<file path="src/rtl/fproc_arbiter_if.sv">
// rtl/fproc_arbiter_if.sv - per-core and shared-fproc signal bundle for fproc_arbiter
//
// Purpose: groups the per-core request/return signals and the shared fproc
//   request/result signals that pass through the arbiter.
// Signals:
//   core_enable  per-core one-cycle request pulse
//   core_id      per-core request id, FPROC_ID_WIDTH bits per core
//   core_ready   per-core one-cycle result-valid pulse
//   core_data    per-core result, DATA_WIDTH bits per core
//   fp_enable    one-cycle request to the shared fproc
//   fp_id        id of the granted request
//   fp_core_sel  index of the granted core
//   fp_ready     shared fproc result valid
//   fp_data      shared fproc result
// Modports: slave = arbiter side, master = cores plus shared fproc side.
interface fproc_arbiter_if #(
  parameter int N_CORES        = 4,
  parameter int FPROC_ID_WIDTH = 8,
  parameter int DATA_WIDTH     = 32
);
  localparam int SEL_W = $clog2(N_CORES);

  logic [N_CORES-1:0]                core_enable;
  logic [N_CORES*FPROC_ID_WIDTH-1:0] core_id;
  logic [N_CORES-1:0]                core_ready;
  logic [N_CORES*DATA_WIDTH-1:0]     core_data;
  logic                              fp_enable;
  logic [FPROC_ID_WIDTH-1:0]         fp_id;
  logic [SEL_W-1:0]                  fp_core_sel;
  logic                              fp_ready;
  logic [DATA_WIDTH-1:0]             fp_data;

  modport slave (
    input  core_enable, core_id, fp_ready, fp_data,
    output core_ready, core_data, fp_enable, fp_id, fp_core_sel
  );

  modport master (
    output core_enable, core_id, fp_ready, fp_data,
    input  core_ready, core_data, fp_enable, fp_id, fp_core_sel
  );
endinterface

</file>
<file path="src/rtl/fproc_arbiter.sv">
// rtl/fproc_arbiter.sv - round-robin arbiter sharing one fproc among N_CORES cores
//
// Purpose: latches one-cycle fproc requests from each core, grants them
//   round-robin, issues one request at a time to the shared fproc, waits for
//   its result and returns it to the requesting core only.
// Ports:
//   clk          clock
//   reset        synchronous active-high reset
//   bus          fproc_arbiter_if.slave (per-core and shared-fproc signals)
//   busy         high whenever the FSM is not IDLE
//   dup_err      sticky: request from a core that already had one pending
//   timeout_err  sticky WAIT timeout flag
// Optional feature: define FPROC_ARB_TIMEOUT_EN to bound the WAIT state to
//   TIMEOUT_CYCLES cycles; without it timeout_err is tied low.
module fproc_arbiter #(
  parameter int N_CORES        = 4,
  parameter int FPROC_ID_WIDTH = 8,
  parameter int DATA_WIDTH     = 32,
  parameter int TIMEOUT_CYCLES = 1024
) (
  input  logic           clk,
  input  logic           reset,
  fproc_arbiter_if.slave bus,
  output logic           busy,
  output logic           dup_err,
  output logic           timeout_err
);
  localparam int SEL_W = $clog2(N_CORES);

  typedef enum logic [1:0] {IDLE, ISSUE, WAIT, RETURN} state_t;

  state_t                    state, state_n;
  logic [N_CORES-1:0]        pending;
  logic [FPROC_ID_WIDTH-1:0] id_reg [N_CORES];
  logic [DATA_WIDTH-1:0]     data_reg [N_CORES];
  logic [SEL_W-1:0]          last_grant;
  logic [SEL_W-1:0]          sel_q;
  logic [FPROC_ID_WIDTH-1:0] id_q;

  logic                      grant_valid;
  logic [SEL_W-1:0]          grant_idx;
  logic                      grant_take;
  logic [N_CORES-1:0]        grant_clr;
  logic [N_CORES-1:0]        pend_kept;
  logic                      ret_load;
  logic [DATA_WIDTH-1:0]     ret_data;
  logic                      wait_expired;

  // Round-robin search over the registered pending set, starting one past
  // the last grant and wrapping.
  always_comb begin
    grant_valid = 1'b0;
    grant_idx   = '0;
    for (int k = 1; k <= N_CORES; k++) begin
      if (!grant_valid && pending[(int'(last_grant) + k) % N_CORES]) begin
        grant_valid = 1'b1;
        grant_idx   = SEL_W'((int'(last_grant) + k) % N_CORES);
      end
    end
  end

  always_comb begin
    state_n    = state;
    grant_take = 1'b0;
    ret_load   = 1'b0;
    ret_data   = bus.fp_data;
    case (state)
      IDLE: begin
        if (grant_valid) begin
          grant_take = 1'b1;
          state_n    = ISSUE;
        end
      end
      // fp_ready is deliberately not looked at here: the resource never
      // answers in the same cycle it is asked.
      ISSUE: state_n = WAIT;
      WAIT: begin
        if (bus.fp_ready) begin
          ret_load = 1'b1;
          state_n  = RETURN;
        end else if (wait_expired) begin
          ret_load = 1'b1;
          ret_data = '1;
          state_n  = RETURN;
        end
      end
      RETURN:  state_n = IDLE;
      default: state_n = IDLE;
    endcase
  end

  // A grant frees its slot before capture, so a request landing in the grant
  // cycle becomes a fresh pending request rather than a duplicate.
  assign grant_clr = grant_take ? (N_CORES'(1) << grant_idx) : '0;
  assign pend_kept = pending & ~grant_clr;

  always_ff @(posedge clk) begin
    if (reset) begin
      state      <= IDLE;
      pending    <= '0;
      last_grant <= SEL_W'(N_CORES - 1);
      sel_q      <= '0;
      id_q       <= '0;
      dup_err    <= 1'b0;
      for (int i = 0; i < N_CORES; i++) begin
        id_reg[i]   <= '0;
        data_reg[i] <= '0;
      end
    end else begin
      state   <= state_n;
      pending <= pend_kept | bus.core_enable;
      if (|(bus.core_enable & pend_kept)) dup_err <= 1'b1;
      for (int i = 0; i < N_CORES; i++) begin
        if (bus.core_enable[i] && !pend_kept[i])
          id_reg[i] <= bus.core_id[i*FPROC_ID_WIDTH +: FPROC_ID_WIDTH];
      end
      if (grant_take) begin
        sel_q      <= grant_idx;
        last_grant <= grant_idx;
        id_q       <= id_reg[grant_idx];
      end
      // Loaded on the way into RETURN so the slice is valid alongside core_ready.
      if (ret_load) data_reg[sel_q] <= ret_data;
    end
  end

`ifdef FPROC_ARB_TIMEOUT_EN
  localparam int CNT_W = $clog2(TIMEOUT_CYCLES + 1);

  logic [CNT_W-1:0] wait_cnt;
  logic             timeout_q;

  always_ff @(posedge clk) begin
    if (reset) begin
      wait_cnt  <= '0;
      timeout_q <= 1'b0;
    end else begin
      if (state == ISSUE) wait_cnt <= '0;
      else if (state == WAIT) wait_cnt <= wait_cnt + CNT_W'(1);
      // A result arriving on the limit cycle wins over the timeout.
      if (wait_expired && !bus.fp_ready) timeout_q <= 1'b1;
    end
  end

  // Expires on the WAIT cycle whose increment would bring the count to the limit.
  assign wait_expired = (state == WAIT) && (wait_cnt == CNT_W'(TIMEOUT_CYCLES - 1));
  assign timeout_err  = timeout_q;
`else
  logic unused_timeout_cfg;
  assign unused_timeout_cfg = ^TIMEOUT_CYCLES;
  assign wait_expired       = 1'b0;
  assign timeout_err        = 1'b0;
`endif

  assign busy            = (state != IDLE);
  assign bus.fp_enable   = (state == ISSUE);
  assign bus.fp_id       = id_q;
  assign bus.fp_core_sel = sel_q;
  assign bus.core_ready  = (state == RETURN) ? (N_CORES'(1) << sel_q) : '0;

  for (genvar g = 0; g < N_CORES; g++) begin : g_core_data
    assign bus.core_data[g*DATA_WIDTH +: DATA_WIDTH] = data_reg[g];
  end
endmodule

</file>
<file path="src/flat_wrapper.sv">
// flat-port wrapper written by rule: the top's interface ports become plain ports
module fproc_arbiter_flat 
#(
  parameter int N_CORES        = 4,
  parameter int FPROC_ID_WIDTH = 8,
  parameter int DATA_WIDTH     = 32,
  parameter int TIMEOUT_CYCLES = 1024
)
  (clk, reset, busy, dup_err, timeout_err, bus_core_enable, bus_core_id, bus_fp_ready, bus_fp_data, bus_core_ready, bus_core_data, bus_fp_enable, bus_fp_id, bus_fp_core_sel);
  fproc_arbiter_if #(.N_CORES(N_CORES), .FPROC_ID_WIDTH(FPROC_ID_WIDTH), .DATA_WIDTH(DATA_WIDTH)) bus_i ();
  input  logic clk;
  input  logic reset;
  output logic busy;
  output logic dup_err;
  output logic timeout_err;
  input wire logic [$bits(bus_i.core_enable)-1:0] bus_core_enable;
  input wire logic [$bits(bus_i.core_id)-1:0] bus_core_id;
  input wire logic [$bits(bus_i.fp_ready)-1:0] bus_fp_ready;
  input wire logic [$bits(bus_i.fp_data)-1:0] bus_fp_data;
  output wire logic [$bits(bus_i.core_ready)-1:0] bus_core_ready;
  output wire logic [$bits(bus_i.core_data)-1:0] bus_core_data;
  output wire logic [$bits(bus_i.fp_enable)-1:0] bus_fp_enable;
  output wire logic [$bits(bus_i.fp_id)-1:0] bus_fp_id;
  output wire logic [$bits(bus_i.fp_core_sel)-1:0] bus_fp_core_sel;
  assign bus_i.core_enable = bus_core_enable;
  assign bus_i.core_id = bus_core_id;
  assign bus_i.fp_ready = bus_fp_ready;
  assign bus_i.fp_data = bus_fp_data;
  assign bus_core_ready = bus_i.core_ready;
  assign bus_core_data = bus_i.core_data;
  assign bus_fp_enable = bus_i.fp_enable;
  assign bus_fp_id = bus_i.fp_id;
  assign bus_fp_core_sel = bus_i.fp_core_sel;
  fproc_arbiter #(.N_CORES(N_CORES), .FPROC_ID_WIDTH(FPROC_ID_WIDTH), .DATA_WIDTH(DATA_WIDTH), .TIMEOUT_CYCLES(TIMEOUT_CYCLES)) u_core (.clk(clk), .reset(reset), .bus(bus_i), .busy(busy), .dup_err(dup_err), .timeout_err(timeout_err));
endmodule
</file>
<file path="config.mk">
export PLATFORM = sky130hd
export DESIGN_NAME = fproc_arbiter_flat
export DESIGN_NICKNAME = d
export VERILOG_FILES = /design/src/rtl/fproc_arbiter_if.sv /design/src/rtl/fproc_arbiter.sv /design/src/flat_wrapper.sv
export SDC_FILE = /design/constraint.sdc
export NUM_CORES = 1
export LEC_CHECK = 0
export ABC_AREA = 1
export BUFFER_PORTS_ARGS = -buffer_cell sky130_fd_sc_hd__buf_2
export CAP_MARGIN = 30
export CORE_MARGIN = 2
export CORE_UTILIZATION = 50
export CTS_BUF_LIST = sky130_fd_sc_hd__clkbuf_4 sky130_fd_sc_hd__clkbuf_8
export CTS_CLUSTER_DIAMETER = 50
export DETAILED_ROUTE_END_ITERATION = 16
export GPL_TIMING_DRIVEN = 1
export HOLD_SLACK_MARGIN = 0.05
export PLACE_DENSITY_LB_ADDON = 0.15
export SKIP_CTS_REPAIR_TIMING = 1
export SLEW_MARGIN = 20
export SYNTH_ARGS = -nofsm -noshare
export SYNTH_HDL_FRONTEND = slang
export SYNTH_SLANG_ARGS = --single-unit
</file>
<file path="constraint.sdc">
create_clock -name clk -period 5.9 [get_ports clk]
set_clock_uncertainty 0.05 [all_clocks]
set_input_delay 1.77 -clock clk [delete_from_list [all_inputs] [get_ports clk]]
set_output_delay 1.77 -clock clk [all_outputs]
set_load 0.1 [all_outputs]
</file>
==> impl_metrics.csv, run 1 <==
group,metric,value,unit
cells_and_area,areaGrowthSynthToFinish,22.5,%
routing,postRouteWirelength,17200,microns
yosys,synth_compound_area_share,3.13,%
yosys,synth_area_leaders,"sky130_fd_sc_hd__edfxtp_1 64%, sky130_fd_sc_hd__nor2_1 8.2%, sky130_fd_sc_hd__inv_1 5.4%",
floorplanning,die-width,126,microns
cells_and_area,mostFrequentLayoutCells,"215 x sky130_fd_sc_hd__buf_2, 164 x sky130_fd_sc_hd__nor2_1, 160 x sky130_fd_sc_hd__edfxtp_1",
routing,drc_violation_count_after_routing,0,
critical_path,startpoint_type,"register",
flow_run,maxCapViolations,0,
critical_path,timing.critical_path.arrival,2.07,ns
yosys,netlist.area_leader.share,64.3,%
floorplanning,core_area,14600,sq um
clock_tree,tritoncts_clock_tree,"yes",
placement,post-dp-hpwl,12600,microns
clock_tree,cts_num_sinks,179,
yosys,post_synthesis_instance_area,7480,sq um
cells_and_area,area.sequential,5180,sq um
cells_and_area,n_antenna_cell,0,
critical_path,critical_path_required,4.08,ns
yosys,syn_avg_cell_area,11.4,sq um
yosys,synth_fp_nets,734,
yosys,synth_simple_gate_area_share,18.6,%
yosys,synth_cell_types,37,
floorplanning,row_count,44,
timing,final_min_period_over_clock_period,65.9,%
cells_and_area,largest_register_ff_count,128,
worst_hold_path,hold_path_depth,2,
yosys,yosysSeqAreaShare,69.4,%
clock_tree,clk_transition_reported_paths,0.09,ns
timing,setup_tns,0,ns
yosys,synth_adder_area_share,0.837,%
yosys,synthCells,658,
global_routing,global_route.overflow_total,0,
yosys,synth_top_family_by_area,"simple AND/OR/NAND/NOR gates",
floorplanning,floorplan.initialDensity,51.2,%
cells_and_area,fill_cells,1200,
clock_tree,clock_path_buffers,2,
yosys,muxShareOfSynthArea,0.669,%
cells_and_area,layout_commonest_cell,"sky130_fd_sc_hd__buf_2",
global_routing,grt_util_all_layers,21.4,%
global_routing,grt_max_degree,38,
placement,dpl.cell_count,1043,
run_status,outcome,"finished, final reports clean",
clock_tree,clock_insertion_delay_worst_skew,0.46,ns
timing,relSlewSlack,40.2,%
worst_hold_path,min_path_type,"reg2reg",
routing,first_pass_iters,4,
timing,finalSetupViolCount,0,
yosys,synth-xor-area-share,0,%
cells_and_area,drive_gt1_share,35.5,%
cells_and_area,final_nets,954,
placement,portBuffers,215,
floorplanning,fp.dieArea,15900,sq um
yosys,synth.largest_area_cell,"sky130_fd_sc_hd__edfxtp_1",
timing,max_freq,257,MHz
floorplanning,fp.dieH,126,microns
timing,worstMarginPinSlew,0.895,ns
routing,detail_route.vias_per_cell,4.86,
yosys,postSynthRegisterBits,179,
timing,layout_min_cycle_time,3.89,ns
routing,detailroute.via_count,5228,
cells_and_area,area_of_combinational_cells_with_multiple_inputs,1760,sq um
routing,wl_per_cell,16.0,microns
critical_path,crit_type,"reg2out",
global_routing,global_route_wire_length_before_repair,25900,microns
critical_path,worstPathMaxFanout,9,
global_routing,first_global_vias,5056,
timing,fin_ws,2.01,ns
clock_tree,h-tree-depth,4,
power_and_ir_drop,ir_worst_vdd,312,uV
timing,report.final.hold_viol_count,0,
cells_and_area,post_layout_nonfiller_instances,1075,
routing,drt_iter0_drc,431,
critical_path,r2r_cells,12,
placement,place_worst_setup_slack,2.00,ns
floorplanning,boundaryPins,217,
power_and_ir_drop,pwr_density_cell,454,nW/um^2
power_and_ir_drop,power_leakage,0.00435,uW
timing,slew_viol_final,0,
placement,globalplace.congestion,0.801,
routing,antenna_violating_nets_left,0,
clock_tree,cts_inserted_buffers,17,
critical_path,endpoint_kind,"output pin",
timing,rsz0062_at_grt,"false",
clock_tree,clk_root_buffer_cell,"sky130_fd_sc_hd__clkbuf_8",
global_routing,grt_antenna_before_repair,0,
yosys,ys.warnings.count,0,
layout make-up:
cell class | instances | area share [%]
multi-input combinational | 343 | 19.2
clock buffer | 18 | 2.64
inverter | 116 | 4.92
timing repair buffer | 221 | 12.2
tap | 184 | 2.51
sequential | 179 | 56.6
clock inverter | 14 | 1.93
power by group:
part           switching [uW]  total [uW]  internal, uW
clock network             447         875           429
logic                    1340        1690           343
registers                69.2        1590          1530
synth_stat cells:
cell and count:
sky130_fd_sc_hd__buf_4 1, sky130_fd_sc_hd__nor2_1 164, sky130_fd_sc_hd__a21oi_4 1, sky130_fd_sc_hd__clkbuf_1 10
sky130_fd_sc_hd__inv_1 108, sky130_fd_sc_hd__edfxtp_1 160, sky130_fd_sc_hd__inv_2 4, sky130_fd_sc_hd__o31ai_1 2
sky130_fd_sc_hd__conb_1 1, sky130_fd_sc_hd__a31oi_1 1, sky130_fd_sc_hd__nand2_2 13, sky130_fd_sc_hd__nand2_1 52
sky130_fd_sc_hd__clkinv_1 1, sky130_fd_sc_hd__inv_8 1, sky130_fd_sc_hd__clkbuf_2 1, sky130_fd_sc_hd__nor2_2 25
sky130_fd_sc_hd__ha_1 5, sky130_fd_sc_hd__nand3_4 7, sky130_fd_sc_hd__buf_1 3, sky130_fd_sc_hd__nand4_1 2
sky130_fd_sc_hd__nand2_4 5, sky130_fd_sc_hd__nor3_1 8, sky130_fd_sc_hd__nand3_1 12, sky130_fd_sc_hd__buf_2 3
sky130_fd_sc_hd__nor2_4 1, sky130_fd_sc_hd__nand3_2 2, sky130_fd_sc_hd__clkinv_4 1, sky130_fd_sc_hd__mux2i_1 5
sky130_fd_sc_hd__dfxtp_1 19, sky130_fd_sc_hd__a21oi_1 9, sky130_fd_sc_hd__o21ai_0 18, sky130_fd_sc_hd__o21ai_4 1
sky130_fd_sc_hd__nor2_8 1, sky130_fd_sc_hd__buf_6 2, sky130_fd_sc_hd__o211ai_1 2, sky130_fd_sc_hd__o21ai_1 6
sky130_fd_sc_hd__inv_4 1
path summary, 6_finish.rpt:
check	start	to	slack, ns
min	u_core.bus.fp_core_sel[1]$_SDFFE_PP0P_	u_core.bus.fp_core_sel[1]$_SDFFE_PP0P_	0.47
max	u_core.bus.fp_core_sel[1]$_SDFFE_PP0P_	bus_core_ready[2]	2.01
min reg2reg	u_core.bus.fp_core_sel[1]$_SDFFE_PP0P_	u_core.bus.fp_core_sel[1]$_SDFFE_PP0P_	0.47
max reg2reg	u_core.last_grant[0]$_SDFFE_PP1P_	u_core.id_reg[2][3]$_SDFFCE_PN0P_	2.87
per-layer routing:
metal | wire (microns) | track usage [%]
met1 | 6870 | 26.6
met2 | 8660 | 36.6
met3 | 1230 | 4.42
met4 | 434 | 8.60
met5 | 0 | 0
worst max-delay path, cell delays in order, from the launching register on:
cell and delay [ns]:
sky130_fd_sc_hd__dfxtp_1 0.40, sky130_fd_sc_hd__inv_1 0.14, sky130_fd_sc_hd__nor2_1 0.15, sky130_fd_sc_hd__clkinv_1 0.31, sky130_fd_sc_hd__nor2_1 0.17, sky130_fd_sc_hd__buf_2 0.44
cells by family after synthesis:
family,count (synthesis)
fa+ha+maj,5
flops,179
simple gates,292
buf+inv,136
mux,5
compound gates,40
other cells,1
per-stage QoR:
step	total power [uW]	utilization [%]	hold slack, ns	instance area, sq um
2_1_floorplan	3040	-	0.465	7480
3_3_place_gp	3300	59.9	0.461	8740
3_5_place_dp	3320	59.9	0.458	8740
4_1_cts	4190	62.8	0.474	9160
5_1_grt	4350	62.8	0.521	9160
6_report	4160	62.8	0.471	9160
(Power assumes the default switching activity.)
==> run 2: changes to the inputs <==
--- a/config.mk
+++ b/config.mk
@@ -5,11 +5,11 @@
 export SDC_FILE = /design/constraint.sdc
 export NUM_CORES = 1
 export LEC_CHECK = 0
-export ABC_AREA = 1
+export ABC_AREA = 0
 export BUFFER_PORTS_ARGS = -buffer_cell sky130_fd_sc_hd__buf_2
 export CAP_MARGIN = 30
 export CORE_MARGIN = 2
-export CORE_UTILIZATION = 50
+export CORE_UTILIZATION = 48
 export CTS_BUF_LIST = sky130_fd_sc_hd__clkbuf_4 sky130_fd_sc_hd__clkbuf_8
 export CTS_CLUSTER_DIAMETER = 50
 export DETAILED_ROUTE_END_ITERATION = 16
==> constraint.sdc (replaced) <==
create_clock -name clk -period 3.4 [get_ports clk]
set_clock_uncertainty 0.05 [all_clocks]
set_input_delay 1.02 -clock clk [delete_from_list [all_inputs] [get_ports clk]]
set_output_delay 1.02 -clock clk [all_outputs]
set_load 0.1 [all_outputs]
==> run 2 against run 1 <==
Net effect:
- sequential power grew 70%
- hold slack worse by 0.039 ns
- synthesized cell count shrank 24%
- critical path type unchanged
- critical endpoint is now busy
- largest cell class unchanged
==> impl_metrics.csv, run 2 <==
group,metric,value,unit
power_and_ir_drop,pwr_density_cell,670,nW/um^2
cells_and_area,final_nets,801,
cells_and_area,mostFrequentLayoutCells,"215 x sky130_fd_sc_hd__buf_2, 160 x sky130_fd_sc_hd__edfxtp_1, 134 x sky130_fd_sc_hd__and2_1",
placement,globalplace.congestion,0.841,
yosys,netlist.area_leader.share,65.7,%
yosys,prevailing_post_synth_register_cell,"sky130_fd_sc_hd__edfxtp_1",
clock_tree,clock_path_buffers,2,
routing,detailroute.via_count,4649,
yosys,synth_compound_area_share,4.31,%
yosys,synth.largest_area_cell,"sky130_fd_sc_hd__edfxtp_1",
timing,relSlewSlack,53.8,%
yosys,number_of_synthesized_flops_with_an_enable_pin,160,
routing,drc_violation_count_after_routing,0,
power_and_ir_drop,power_leakage,0.00387,uW
critical_path,critical_path_required,2.33,ns
cells_and_area,areaGrowthSynthToFinish,23.6,%
power_and_ir_drop,fraction_of_power_consumed_by_sequential_logic,44.8,%
power_and_ir_drop,clock_power_share,23.4,%
global_routing,grt_max_degree,41,
floorplanning,fp.dieArea,16200,sq um
yosys,synth_cell_types,53,
global_routing,grt_util_all_layers,20.4,%
timing,final_min_period_over_clock_period,86.2,%
yosys,muxShareOfSynthArea,3.42,%
global_routing,first_global_vias,4608,
critical_path,worstPathMaxFanout,8,
yosys,yosysSeqAreaShare,70.8,%
yosys,ys.warnings.count,0,
cells_and_area,final_core_utilization,60.2,%
clock_tree,cts_inserted_buffers,17,
yosys,synth_top_family_by_area,"simple AND/OR/NAND/NOR gates",
power_and_ir_drop,ir_worst_vdd,488,uV
routing,detail_route.vias_per_cell,5.02,
power_and_ir_drop,power.share.switching,39.8,%
placement,dpl_cell_area,8660,sq um
placement,post-dp-hpwl,11600,microns
global_routing,global_route.overflow_total,0,
power_and_ir_drop,total_switching_power,2410,uW
yosys,syn_avg_cell_area,14.5,sq um
cells_and_area,layout_commonest_cell,"sky130_fd_sc_hd__buf_2",
yosys,async_reset_ff_share,0,%
timing,finalSetupViolCount,0,
yosys,synth_adder_area_share,0.855,%
yosys,post-synth-top-count-cell,"sky130_fd_sc_hd__edfxtp_1",
timing,max_freq,341,MHz
yosys,synthCells,503,
placement,dpl.cell_count,894,
clock_tree,clock_insertion_delay_worst_skew,0.45,ns
worst_hold_path,min_path_type,"reg2reg",
routing,drt_iter0_drc,185,
timing,layout_min_cycle_time,2.93,ns
yosys,synth_fp_nets,579,
critical_path,endpoint_kind,"output pin",
clock_tree,tritoncts_clock_tree,"yes",
yosys,postSynthRegisterBits,179,
routing,wl_per_cell,17.6,microns
critical_path,crit_type,"reg2out",
clock_tree,clk_transition_reported_paths,0.09,ns
flow_run,maxCapViolations,0,
timing,slew_viol_final,0,
floorplanning,core_area,15000,sq um
power_and_ir_drop,pwr-share-comb,31.8,%
floorplanning,die-width,127,microns
timing,rsz0062_at_grt,"false",
critical_path,startpoint_type,"register",
clock_tree,clk_root_buffer_cell,"sky130_fd_sc_hd__clkbuf_8",
timing,setup_tns,0,ns
routing,first_pass_iters,6,
run_status,outcome,"finished, final reports clean",
clock_tree,h-tree-depth,4,
global_routing,grt_antenna_before_repair,1,
floorplanning,floorplan.initialDensity,48.7,%
yosys,ys_top_cells_by_count,"160 x sky130_fd_sc_hd__edfxtp_1, 134 x sky130_fd_sc_hd__and2_1, 26 x sky130_fd_sc_hd__nor2_1",
placement,portBuffers,215,
timing,report.final.hold_viol_count,0,
cells_and_area,drive_gt1_share,39.6,%
yosys,synth_area_leaders,"sky130_fd_sc_hd__edfxtp_1 66%, sky130_fd_sc_hd__and2_1 11%, sky130_fd_sc_hd__dfxtp_1 5.2%",
global_routing,global_route_wire_length_before_repair,25000,microns
cells_and_area,post_layout_nonfiller_instances,926,
floorplanning,row_count,45,
yosys,post_synthesis_instance_area,7320,sq um
timing,worstMarginPinSlew,0.687,ns
cells_and_area,finish.instance_area,9050,sq um
power_and_ir_drop,design_power_total,6060,uW
routing,antenna_violating_nets_left,0,
clock_tree,cts_num_sinks,179,
routing,postRouteWirelength,16300,microns
yosys,synth_simple_gate_area_share,18.1,%
yosys,synth-xor-area-share,0,%
cells_and_area,largest_register_ff_count,128,
floorplanning,boundaryPins,217,
floorplanning,fp.dieH,127,microns
critical_path,timing.critical_path.arrival,1.86,ns
power_and_ir_drop,power.internal,3650,uW
[run 2: cell count changes after synthesis, sizes merged, moves of 8 or more]
| cell | before | now |
|---|---|---|
| nor4b | 0 | 8 |
| nand3 | 21 | 2 |
| mux2i | 5 | 16 |
| nand2 | 70 | 14 |
| nand3b | 0 | 8 |
| o21ai | 25 | 11 |
| inv | 114 | 13 |
| nor2 | 191 | 26 |
| and2 | 0 | 134 |
| mux2 | 0 | 8 |
[run 2: cell families (layout without fill, tap and decap cells)]
group                    Yosys count  in the layout
adder cells (fa/ha/maj)            5              5
flip-flops                       179            179
other                              1              2
buffers and inverters             37            271
AO/OA/AOI/OAI                     40             40
AND/OR/NAND/NOR                  217            217
multiplexers                      24             24
[run 2: metal layers]
layer	share of wire [%]	global-route usage (%)	vias up
met3	6.8	5.03	24
met1	42	26.2	2211
li1	-	-	2224
met4	2.2	8.14	0
met5	0	0	-
met2	49	33.7	190
[run 2: worst max-delay path, stage by stage (launching register included)]
cell and delay [ns]:
sky130_fd_sc_hd__dfxtp_1 0.39, sky130_fd_sc_hd__inv_1 0.09, sky130_fd_sc_hd__ha_1 0.35, sky130_fd_sc_hd__inv_1 0.14, sky130_fd_sc_hd__buf_2 0.44
[run 2: stage by stage]
step	setup WS (ns)	hold slack (ns)
after floorplan	0.193	0.458
after detailed placement	0.786	0.426
after CTS	0.425	0.441
after global placement	0.830	0.426
after global routing	0.373	0.465
final	0.471	0.433
[run 2: worst paths after layout]
path                                          from                                end  slack [ns]  cells after the start
setup / recovery      u_core.state[0]$_SDFFE_PP0P_                               busy        0.47                      4
hold / removal    u_core.bus.fp_id[3]$_SDFFE_PP0P_   u_core.bus.fp_id[3]$_SDFFE_PP0P_        0.43                      2
setup reg to reg      u_core.pending[1]$_SDFF_PP0_  u_core.id_reg[3][2]$_SDFFCE_PN0P_        0.94                      6
hold reg to reg   u_core.bus.fp_id[3]$_SDFFE_PP0P_   u_core.bus.fp_id[3]$_SDFFE_PP0P_        0.43                      2
[run 2: area by class of cell]
| cell class | count | area [sq um] |
|---|---|---|
| fillers | 1188 | 5980 |
| flip-flops and latches | 179 | 5180 |
| multi-input cells | 287 | 1990 |
| repair buffers | 226 | 1200 |
| clock buffers | 19 | 249 |
| well taps | 188 | 235 |
| clock inverters | 12 | 136 |
| inverters | 14 | 52.6 |
| diodes | 1 | 2.50 |
[run 2: power groups by stage]
| stage | clock, uW | combinational [uW] | sequential [uW] |
|---|---|---|---|
| floorplan | 0 | 680 | 3670 |
| global placement | 0 | 1920 | 2760 |
| detailed placement | 0 | 1940 | 2770 |
| CTS | 1450 | 1940 | 2720 |
| global route | 1530 | 2020 | 2740 |
| finish | 1410 | 1930 | 2710 |
==> run 3: changes to the inputs <==
--- a/config.mk
+++ b/config.mk
@@ -9,7 +9,7 @@
 export BUFFER_PORTS_ARGS = -buffer_cell sky130_fd_sc_hd__buf_2
 export CAP_MARGIN = 30
 export CORE_MARGIN = 2
-export CORE_UTILIZATION = 48
+export CORE_UTILIZATION = 34
 export CTS_BUF_LIST = sky130_fd_sc_hd__clkbuf_4 sky130_fd_sc_hd__clkbuf_8
 export CTS_CLUSTER_DIAMETER = 50
 export DETAILED_ROUTE_END_ITERATION = 16
==> run 3 against run 2 <==
Net effect:
- clock power is 3% lower
- total power is 0.41% lower
- fmax is 1.0% lower
- first-iteration DRC count is 35% higher
- cell area is 0.72% higher
- utilization is 17 points lower
- hold slack better by 0.0038 ns
- setup slack worse by 0.030 ns
- wire length is 7.0% higher
==> impl_metrics.csv, run 3 (synthesized netlist as in run 2, its figures left out) <==
group,metric,value,unit
worst_hold_path,min_path_type,"reg2reg",
critical_path,cpPeakStageDelay,0.44,ns
placement,dpl.cell_count,980,
clock_tree,h-tree-depth,4,
timing,final_min_period_over_clock_period,87.0,%
clock_tree,cts_inserted_buffers,17,
critical_path,timing.critical_path.arrival,1.89,ns
power_and_ir_drop,ir_worst_vdd,424,uV
clock_tree,clock_insertion_delay_worst_skew,0.45,ns
placement,post-dp-hpwl,12800,microns
clock_tree,clk_root_buffer_cell,"sky130_fd_sc_hd__clkbuf_8",
routing,postRouteWirelength,17500,microns
routing,detailroute.via_count,4583,
cells_and_area,post_layout_nonfiller_instances,1012,
floorplanning,boundaryPins,217,
critical_path,critical_path.top_delay_family,"buffers and inverters",
critical_path,critical_path.slowest_cell,"sky130_fd_sc_hd__buf_2",
clock_tree,clk_transition_reported_paths,0.10,ns
global_routing,global_route.overflow_total,0,
cells_and_area,area.sequential,5180,sq um
timing,finalSetupViolCount,0,
critical_path,crit_top_cell,"sky130_fd_sc_hd__inv_1",
clock_tree,cts_num_sinks,179,
flow_run,maxCapViolations,0,
power_and_ir_drop,pwr_density_cell,662,nW/um^2
floorplanning,fp.dieH,151,microns
routing,antenna_violating_nets_left,0,
cells_and_area,layout_commonest_cell,"sky130_fd_sc_hd__buf_2",
floorplanning,core_area,21100,sq um
critical_path,worstPathMaxFanout,8,
timing,report.final.hold_viol_count,0,
cells_and_area,areaGrowthSynthToFinish,24.5,%
floorplanning,row_count,53,
timing,slew_viol_final,0,
critical_path,endpoint_kind,"output pin",
placement,portBuffers,215,
power_and_ir_drop,power_leakage,0.00386,uW
critical_path,crit_type,"reg2out",
cells_and_area,drive_gt1_share,39.6,%
clock_tree,clock_path_buffers,2,
routing,first_pass_iters,4,
routing,drc_violation_count_after_routing,0,
routing,detail_route.vias_per_cell,4.53,
cells_and_area,fill_cells,1994,
global_routing,grt_util_all_layers,15.2,%
timing,layout_min_cycle_time,2.96,ns
floorplanning,floorplan.initialDensity,34.7,%
cells_and_area,largest_register_ff_count,128,
critical_path,crit_buf_inv,3,
clock_tree,tritoncts_clock_tree,"yes",
critical_path,critical_path_required,2.33,ns
placement,globalplace.congestion,0.751,
cells_and_area,mostFrequentLayoutCells,"215 x sky130_fd_sc_hd__buf_2, 160 x sky130_fd_sc_hd__edfxtp_1, 134 x sky130_fd_sc_hd__and2_1",
cells_and_area,final_nets,800,
routing,drt_iter0_drc,250,
cells_and_area,area_of_combinational_cells_with_multiple_inputs,1990,sq um
global_routing,global_route_wire_length_before_repair,25600,microns
global_routing,grt_antenna_before_repair,1,
floorplanning,fp.dieArea,22700,sq um
critical_path,startpoint_type,"register",
floorplanning,die-width,151,microns
timing,relSlewSlack,41.8,%
critical_path,critical_path_cell_by_cell,"inv_1, ha_1, inv_1, buf_2",
cells_and_area,final_core_utilization,43.2,%
timing,max_freq,338,MHz
power_and_ir_drop,design_power_total,6030,uW
run_status,outcome,"finished, final reports clean",
timing,worstMarginPinSlew,0.872,ns
timing,setup_tns,0,ns
timing,rsz0062_at_grt,"false",
cells_and_area,n_antenna_cell,0,
global_routing,grt_max_degree,33,
routing,wl_per_cell,17.3,microns
global_routing,first_global_vias,4568,
==> run 3: through the flow <==
stage | worst slack [ns] | hold slack, ns | cell area (sq um)
detailed placement | 0.734 | 0.417 | 8740
floorplan | 0.193 | 0.458 | 7330
global route | 0.302 | 0.461 | 9110
finish | 0.441 | 0.436 | 9110
CTS | 0.400 | 0.435 | 9110
global placement | 0.782 | 0.426 | 8740
==> run 3: layout make-up <==
class,instances,area share (%)
clock buffer,17,2.57
inverter,14,0.577
clock inverter,15,1.55
sequential,179,56.9
timing repair buffer,225,12.8
multi-input combinational,287,21.9
tap,275,3.78
==> run 3: final timing paths <==
path | from | end | slack, ns | cells past startpoint
worst max-delay path | u_core.state[0]$_SDFFE_PP0P_ | busy | 0.44 | 4
worst min-delay path | u_core.bus.fp_id[1]$_SDFFE_PP0P_ | u_core.bus.fp_id[1]$_SDFFE_PP0P_ | 0.44 | 2
worst max register to register | u_core.pending[3]$_SDFF_PP0_ | u_core.id_reg[2][3]$_SDFFCE_PN0P_ | 1.13 | 5
worst min register to register | u_core.bus.fp_id[1]$_SDFFE_PP0P_ | u_core.bus.fp_id[1]$_SDFFE_PP0P_ | 0.44 | 2
==> run 3: where the power goes <==
part	total, uW	internal, uW	switching, uW
clock network	1370	538	836
registers	2720	2610	112
logic	1940	371	1570
==> run 3: worst register-to-register path: stages (launching register included) <==
cell,delay [ns]
sky130_fd_sc_hd__dfxtp_1,0.57
sky130_fd_sc_hd__nor2_1,0.19
sky130_fd_sc_hd__a311oi_4,0.43
sky130_fd_sc_hd__nand2_4,0.11
sky130_fd_sc_hd__o21ai_0,0.23
sky130_fd_sc_hd__a21o_1,0.36
==> run 3: metal layers <==
metal  global-route usage (%)  wire (microns)  share of wire [%]  up-vias
met5                        0              13              0.074        -
met4                     3.97             164               0.94        2
met3                     4.45            1330                7.6       15
met2                     25.8            8530                 49      194
met1                     19.1            7420                 42     2160
li1                         -               -                  -     2212
